`src/rtl/rf_write_arbiter.sv`:
```
// Write-port arbiter for the 32x32 register file: core writeback has priority, aux gets a forced slot after MAX_WAIT refusals.
// Optional post-reset zero sweep of every register is enabled by defining RF_CLEAR_EN.
module rf_write_arbiter #(
    parameter int ADDR_W   = 5,
    parameter int DATA_W   = 32,
    parameter int MAX_WAIT = 4
) (
    input  logic              CLK,
    input  logic              RST_N,
    input  logic              wb_valid,
    output logic              wb_ready,
    input  logic [ADDR_W-1:0] wb_reg,
    input  logic [DATA_W-1:0] wb_data,
    input  logic              aux_valid,
    output logic              aux_ready,
    input  logic [ADDR_W-1:0] aux_reg,
    input  logic [DATA_W-1:0] aux_data,
    output logic              write_enable,
    output logic [ADDR_W-1:0] write_reg,
    output logic [DATA_W-1:0] write_data,
    output logic              init_done
);

    localparam int NUM_REGS = 2 ** ADDR_W;
    localparam int CNT_W    = $clog2(MAX_WAIT + 1);
    localparam logic [CNT_W-1:0] WAIT_MAX = CNT_W'(MAX_WAIT);

    typedef enum logic {CLEAR, RUN} state_t;

    state_t            state_q, state_d;
    logic [CNT_W-1:0]  wait_q, wait_d;
    logic              stall_q, stall_d;
    logic              we_q, we_d;
    logic [ADDR_W-1:0] wreg_q, wreg_d;
    logic [DATA_W-1:0] wdata_q, wdata_d;
    logic              done_q, done_d;
`ifdef RF_CLEAR_EN
    logic [ADDR_W-1:0] idx_q, idx_d;
`endif

    logic wb_hs;
    logic aux_hs;

    // Readies never look at aux_valid, so a requester may derive aux_valid from aux_ready without a loop.
    assign wb_ready  = (state_q == RUN) && !stall_q;
    assign aux_ready = (state_q == RUN) && (stall_q || !wb_valid);
    assign wb_hs     = wb_valid && wb_ready;
    assign aux_hs    = aux_valid && aux_ready;

    always_comb begin
        state_d = state_q;
        wait_d  = wait_q;
        stall_d = stall_q;
        we_d    = 1'b0;
        wreg_d  = wreg_q;
        wdata_d = wdata_q;
        done_d  = done_q;
`ifdef RF_CLEAR_EN
        idx_d   = idx_q;
`endif
        case (state_q)
            CLEAR: begin
`ifdef RF_CLEAR_EN
                we_d    = 1'b1;
                wreg_d  = idx_q;
                wdata_d = '0;
                idx_d   = idx_q + 1'b1;
                if (idx_q == ADDR_W'(NUM_REGS - 1)) begin
                    state_d = RUN;
                    done_d  = 1'b1;
                end
`else
                state_d = RUN;
                done_d  = 1'b1;
`endif
            end
            RUN: begin
                // x0 is hardwired: the handshake completes but the write is suppressed.
                if (wb_hs) begin
                    we_d    = |wb_reg;
                    wreg_d  = wb_reg;
                    wdata_d = wb_data;
                end else if (aux_hs) begin
                    we_d    = |aux_reg;
                    wreg_d  = aux_reg;
                    wdata_d = aux_data;
                end

                if (!aux_valid || aux_hs) begin
                    wait_d  = '0;
                    stall_d = 1'b0;
                end else begin
                    if (wait_q < WAIT_MAX) begin
                        wait_d = wait_q + 1'b1;
                    end
                    if (wait_d == WAIT_MAX) begin
                        stall_d = 1'b1;
                    end
                end
            end
            default: state_d = CLEAR;
        endcase
    end

    always_ff @(posedge CLK) begin
        if (!RST_N) begin
            state_q <= CLEAR;
            wait_q  <= '0;
            stall_q <= 1'b0;
            we_q    <= 1'b0;
            wreg_q  <= '0;
            wdata_q <= '0;
            done_q  <= 1'b0;
`ifdef RF_CLEAR_EN
            idx_q   <= '0;
`endif
        end else begin
            state_q <= state_d;
            wait_q  <= wait_d;
            stall_q <= stall_d;
            we_q    <= we_d;
            wreg_q  <= wreg_d;
            wdata_q <= wdata_d;
            done_q  <= done_d;
`ifdef RF_CLEAR_EN
            idx_q   <= idx_d;
`endif
        end
    end

    assign write_enable = we_q;
    assign write_reg    = wreg_q;
    assign write_data   = wdata_q;
    assign init_done    = done_q;

endmodule

```
`config.mk`:
```
export PLATFORM = sky130hd
export DESIGN_NAME = rf_write_arbiter
export DESIGN_NICKNAME = d
export VERILOG_FILES = /design/src/rtl/rf_write_arbiter.sv
export SDC_FILE = /design/constraint.sdc
export NUM_CORES = 1
export LEC_CHECK = 0
export CORE_MARGIN = 1.5
export CORE_UTILIZATION = 39
export CTS_BUF_LIST = sky130_fd_sc_hd__clkbuf_8
export DETAILED_ROUTE_END_ITERATION = 8
export GPL_TIMING_DRIVEN = 0
export PLACE_DENSITY_LB_ADDON = 0.12
export SYNTH_ARGS = -nofsm -noshare
export SYNTH_HDL_FRONTEND = slang
export SYNTH_SLANG_ARGS = --single-unit
```
`constraint.sdc`:
```
create_clock -name CLK -period 1.7 [get_ports CLK]
set_clock_uncertainty 0.1 [all_clocks]
set_input_delay 0.51 -clock CLK [delete_from_list [all_inputs] [get_ports CLK]]
set_output_delay 0.51 -clock CLK [all_outputs]
set_load 0.005 [all_outputs]
```
==> reports/qor.yml <==
synth:
  yosys_warnings: 0
  ys_ff_latch: 44
  synth.area.top_cells: "dfxtp_1 44%, o211a_1 11%, o32a_1 11%"
  synth_ff_type: "dfxtp_1"
  netlist_top_cells_count: "44 x dfxtp_1, 23 x o211a_1, 23 x o32a_1, 15 x o21ai_0, 10 x o22ai_1"
  synth_area_leader_cell: "dfxtp_1"
  synth_area_sq_mm: 0.00202
  syn_nets: 275
  yosysSeqAreaShare_pct: 43.7
  async_reset_ff_share_pct: 0
  synth_edf_count: 0
  post_synth_inst_count: 196
  synth_top_cell_area_share_pct: 43.7
  synth.most_common_cell: "dfxtp_1"
  synth_cell_types: 34
  avgSynthCellArea_sq_um: 10.3
setup_path:
  slowest_stage: "buf_4"
  critPathLaunchType: "input pin"
  worst_ep_required_time_ps: 1090
  crit_chain: "buf_4, nor2b_4, buf_6, nor2_4, buf_2"
  slowest_delay_ps: 130
  cp_top_family: "buffers and inverters"
  worstSetupPathType: "in2out"
  end_kind: "output pin"
  crit_arrival_ps: 1050
  cp_max_fo: 5
  cp_num_buf_inv: 3
clock_tree:
  clk_path_buf_depth: 2
  cts_sinks: 44
  clock_latency_ps: 290
  cts_tree: "built"
  root_buffer: "clkbuf_8"
  cts_made_buffers: 5
  cts-htree-levels: 2
  postCtsHoldBufs: 0
  clk_pin_slew_ps: 80
sta:
  relSlewSlack_pct: 76.0
  maxSlewViolCount: 0
  period_share_pct: 97.6
  max_freq_ghz: 0.603
  rsz0062_at_grt: "no"
  hold_violations: 0
  final-setup-viol-count: 0
  fin_setup_tns_ps: 0
  tightest_slew_ps: 360
  fin_crit_ps: 1660
  finalWorstSetupSlack_ps: 40.6
routing:
  drtPass1Iterations: 4
  routedWlPerCell_um: 15.8
  drc: 0
  vias: 2147
  wl_um: 6250
  drt_iter0_drc: 110
  ant_nets: 0
  vias_per_cell: 5.44
grt:
  antenna_found_initial: 0
  grt_pass1_wl_um: 9890
  grt_max_degree: 13
  grt_usage_pct: 22.8
  grt-ovfl-total: 0
  grt_pass1_vias: 2085
floorplanning:
  io-pin-count: 119
  rows: 25
  start_util_pct: 41.6
  die_x_um: 74.9
  coreArea_sq_mm: 0.00485
  die_area_sq_mm: 0.00561
  dieHeight_um: 74.9
layout:
  nNetsFinal: 407
  antennaDiodeCount: 0
  drive_above_1_share_pct: 17.1
  final_util_pct: 70.3
  area_delta_synth_final_pct: 69.2
  finalNonFillerCells: 395
  largest_reg_flops: 32
power_and_ir_drop:
  p_per_area_mw_per_mm2: 686
  vdd_drop_max_mv: 0.592
  cellLeakagePower_uw: 0.00162
status:
  status: "finished clean"
place:
  dp_hpwl_um: 4610
  placedCellCount: 381
  gp_congestion: 0.817
  place_ws_ps: -993
  port_buffers: 118
job:
  maxCapViolations: 0
min_path:
  hp-class: "reg2reg"
-- through the flow --
step	cell area [sq um]	total power, uW	hold slack [ps]
2_1_floorplan	2020	1390	351
3_3_place_gp	3280	1770	336
3_5_place_dp	3280	1780	346
4_1_cts	3390	2350	360
5_1_grt	3410	2470	388
6_report	3410	2340	361
-- metal layers --
metal | track usage [%] | wire length [um]
met1 | 28.3 | 2660
met5 | 0 | 0
met2 | 38.5 | 3020
met3 | 5.62 | 472
met4 | 8.08 | 89
-- timing repair --
action / 4_1_cts / 5_1_grt
gates cloned: 0 / 0
pin swaps: 0 / 2
resized for setup: 74 / 11
setup buffers: 8 / 1
setup endpoints to repair: 80 / 18
-- layout make-up --
cell class	count	area, sq um
fillers	401	1440
repair buffers	127	1190
multi-input cells	127	1010
flip-flops and latches	44	900
plain buffers	20	135
well taps	67	83.8
clock buffers	5	68.8
inverters	3	18.8
clock inverters	2	8.76
-- where the power goes --
part	internal (uW)	switching, uW	leakage [uW]
combinational	362	219	0.00121
sequential	1110	36.7	0.000369
clock	274	340	0.0000452
-- worst paths after layout --
check,from,end,slack (ps),cells after the start
setup / recovery,wb_valid,aux_ready,40,5
hold / removal,init_done$_SDFFE_PN0N_,init_done$_SDFFE_PN0N_,360,1
setup reg to reg,state_q$_DFF_P_,write_data[13]$_SDFFE_PN0P_,130,6
hold reg to reg,init_done$_SDFFE_PN0N_,init_done$_SDFFE_PN0N_,360,1
-- layout by cell type (no fill, tap or decap), types with 2 or more instances in the layout --
master,Yosys,layout
clkdlybuf4s50_1,0,74
dlygate4sd2_1,0,40
dfxtp_1,44,31
o32a_1,23,23
o211a_1,23,23
o21ai_0,15,14
dfxtp_2,0,12
buf_4,0,11
o22ai_1,10,10
nor3_1,9,9
a211oi_1,9,9
buf_2,8,8
a21oi_1,7,7
clkbuf_2,0,6
buf_6,6,5
mux2i_1,5,5
clkbuf_8,0,5
nand2_1,3,3
inv_1,2,3
nor2_1,3,2
and3b_1,2,2
or4_1,3,2
-- cell families (layout without fill, tap and decap cells) --
group / count (synthesis) / in the layout / share of synthesized area (%)
mux: 5 / 5 / 2.48
buf+inv: 25 / 157 / 7.51
simple gates: 26 / 26 / 7.39
fa+ha+maj: 1 / 1 / 0.621
flops: 44 / 44 / 43.7
compound gates: 95 / 95 / 38.3
Power figures use the tool's default switching activity.
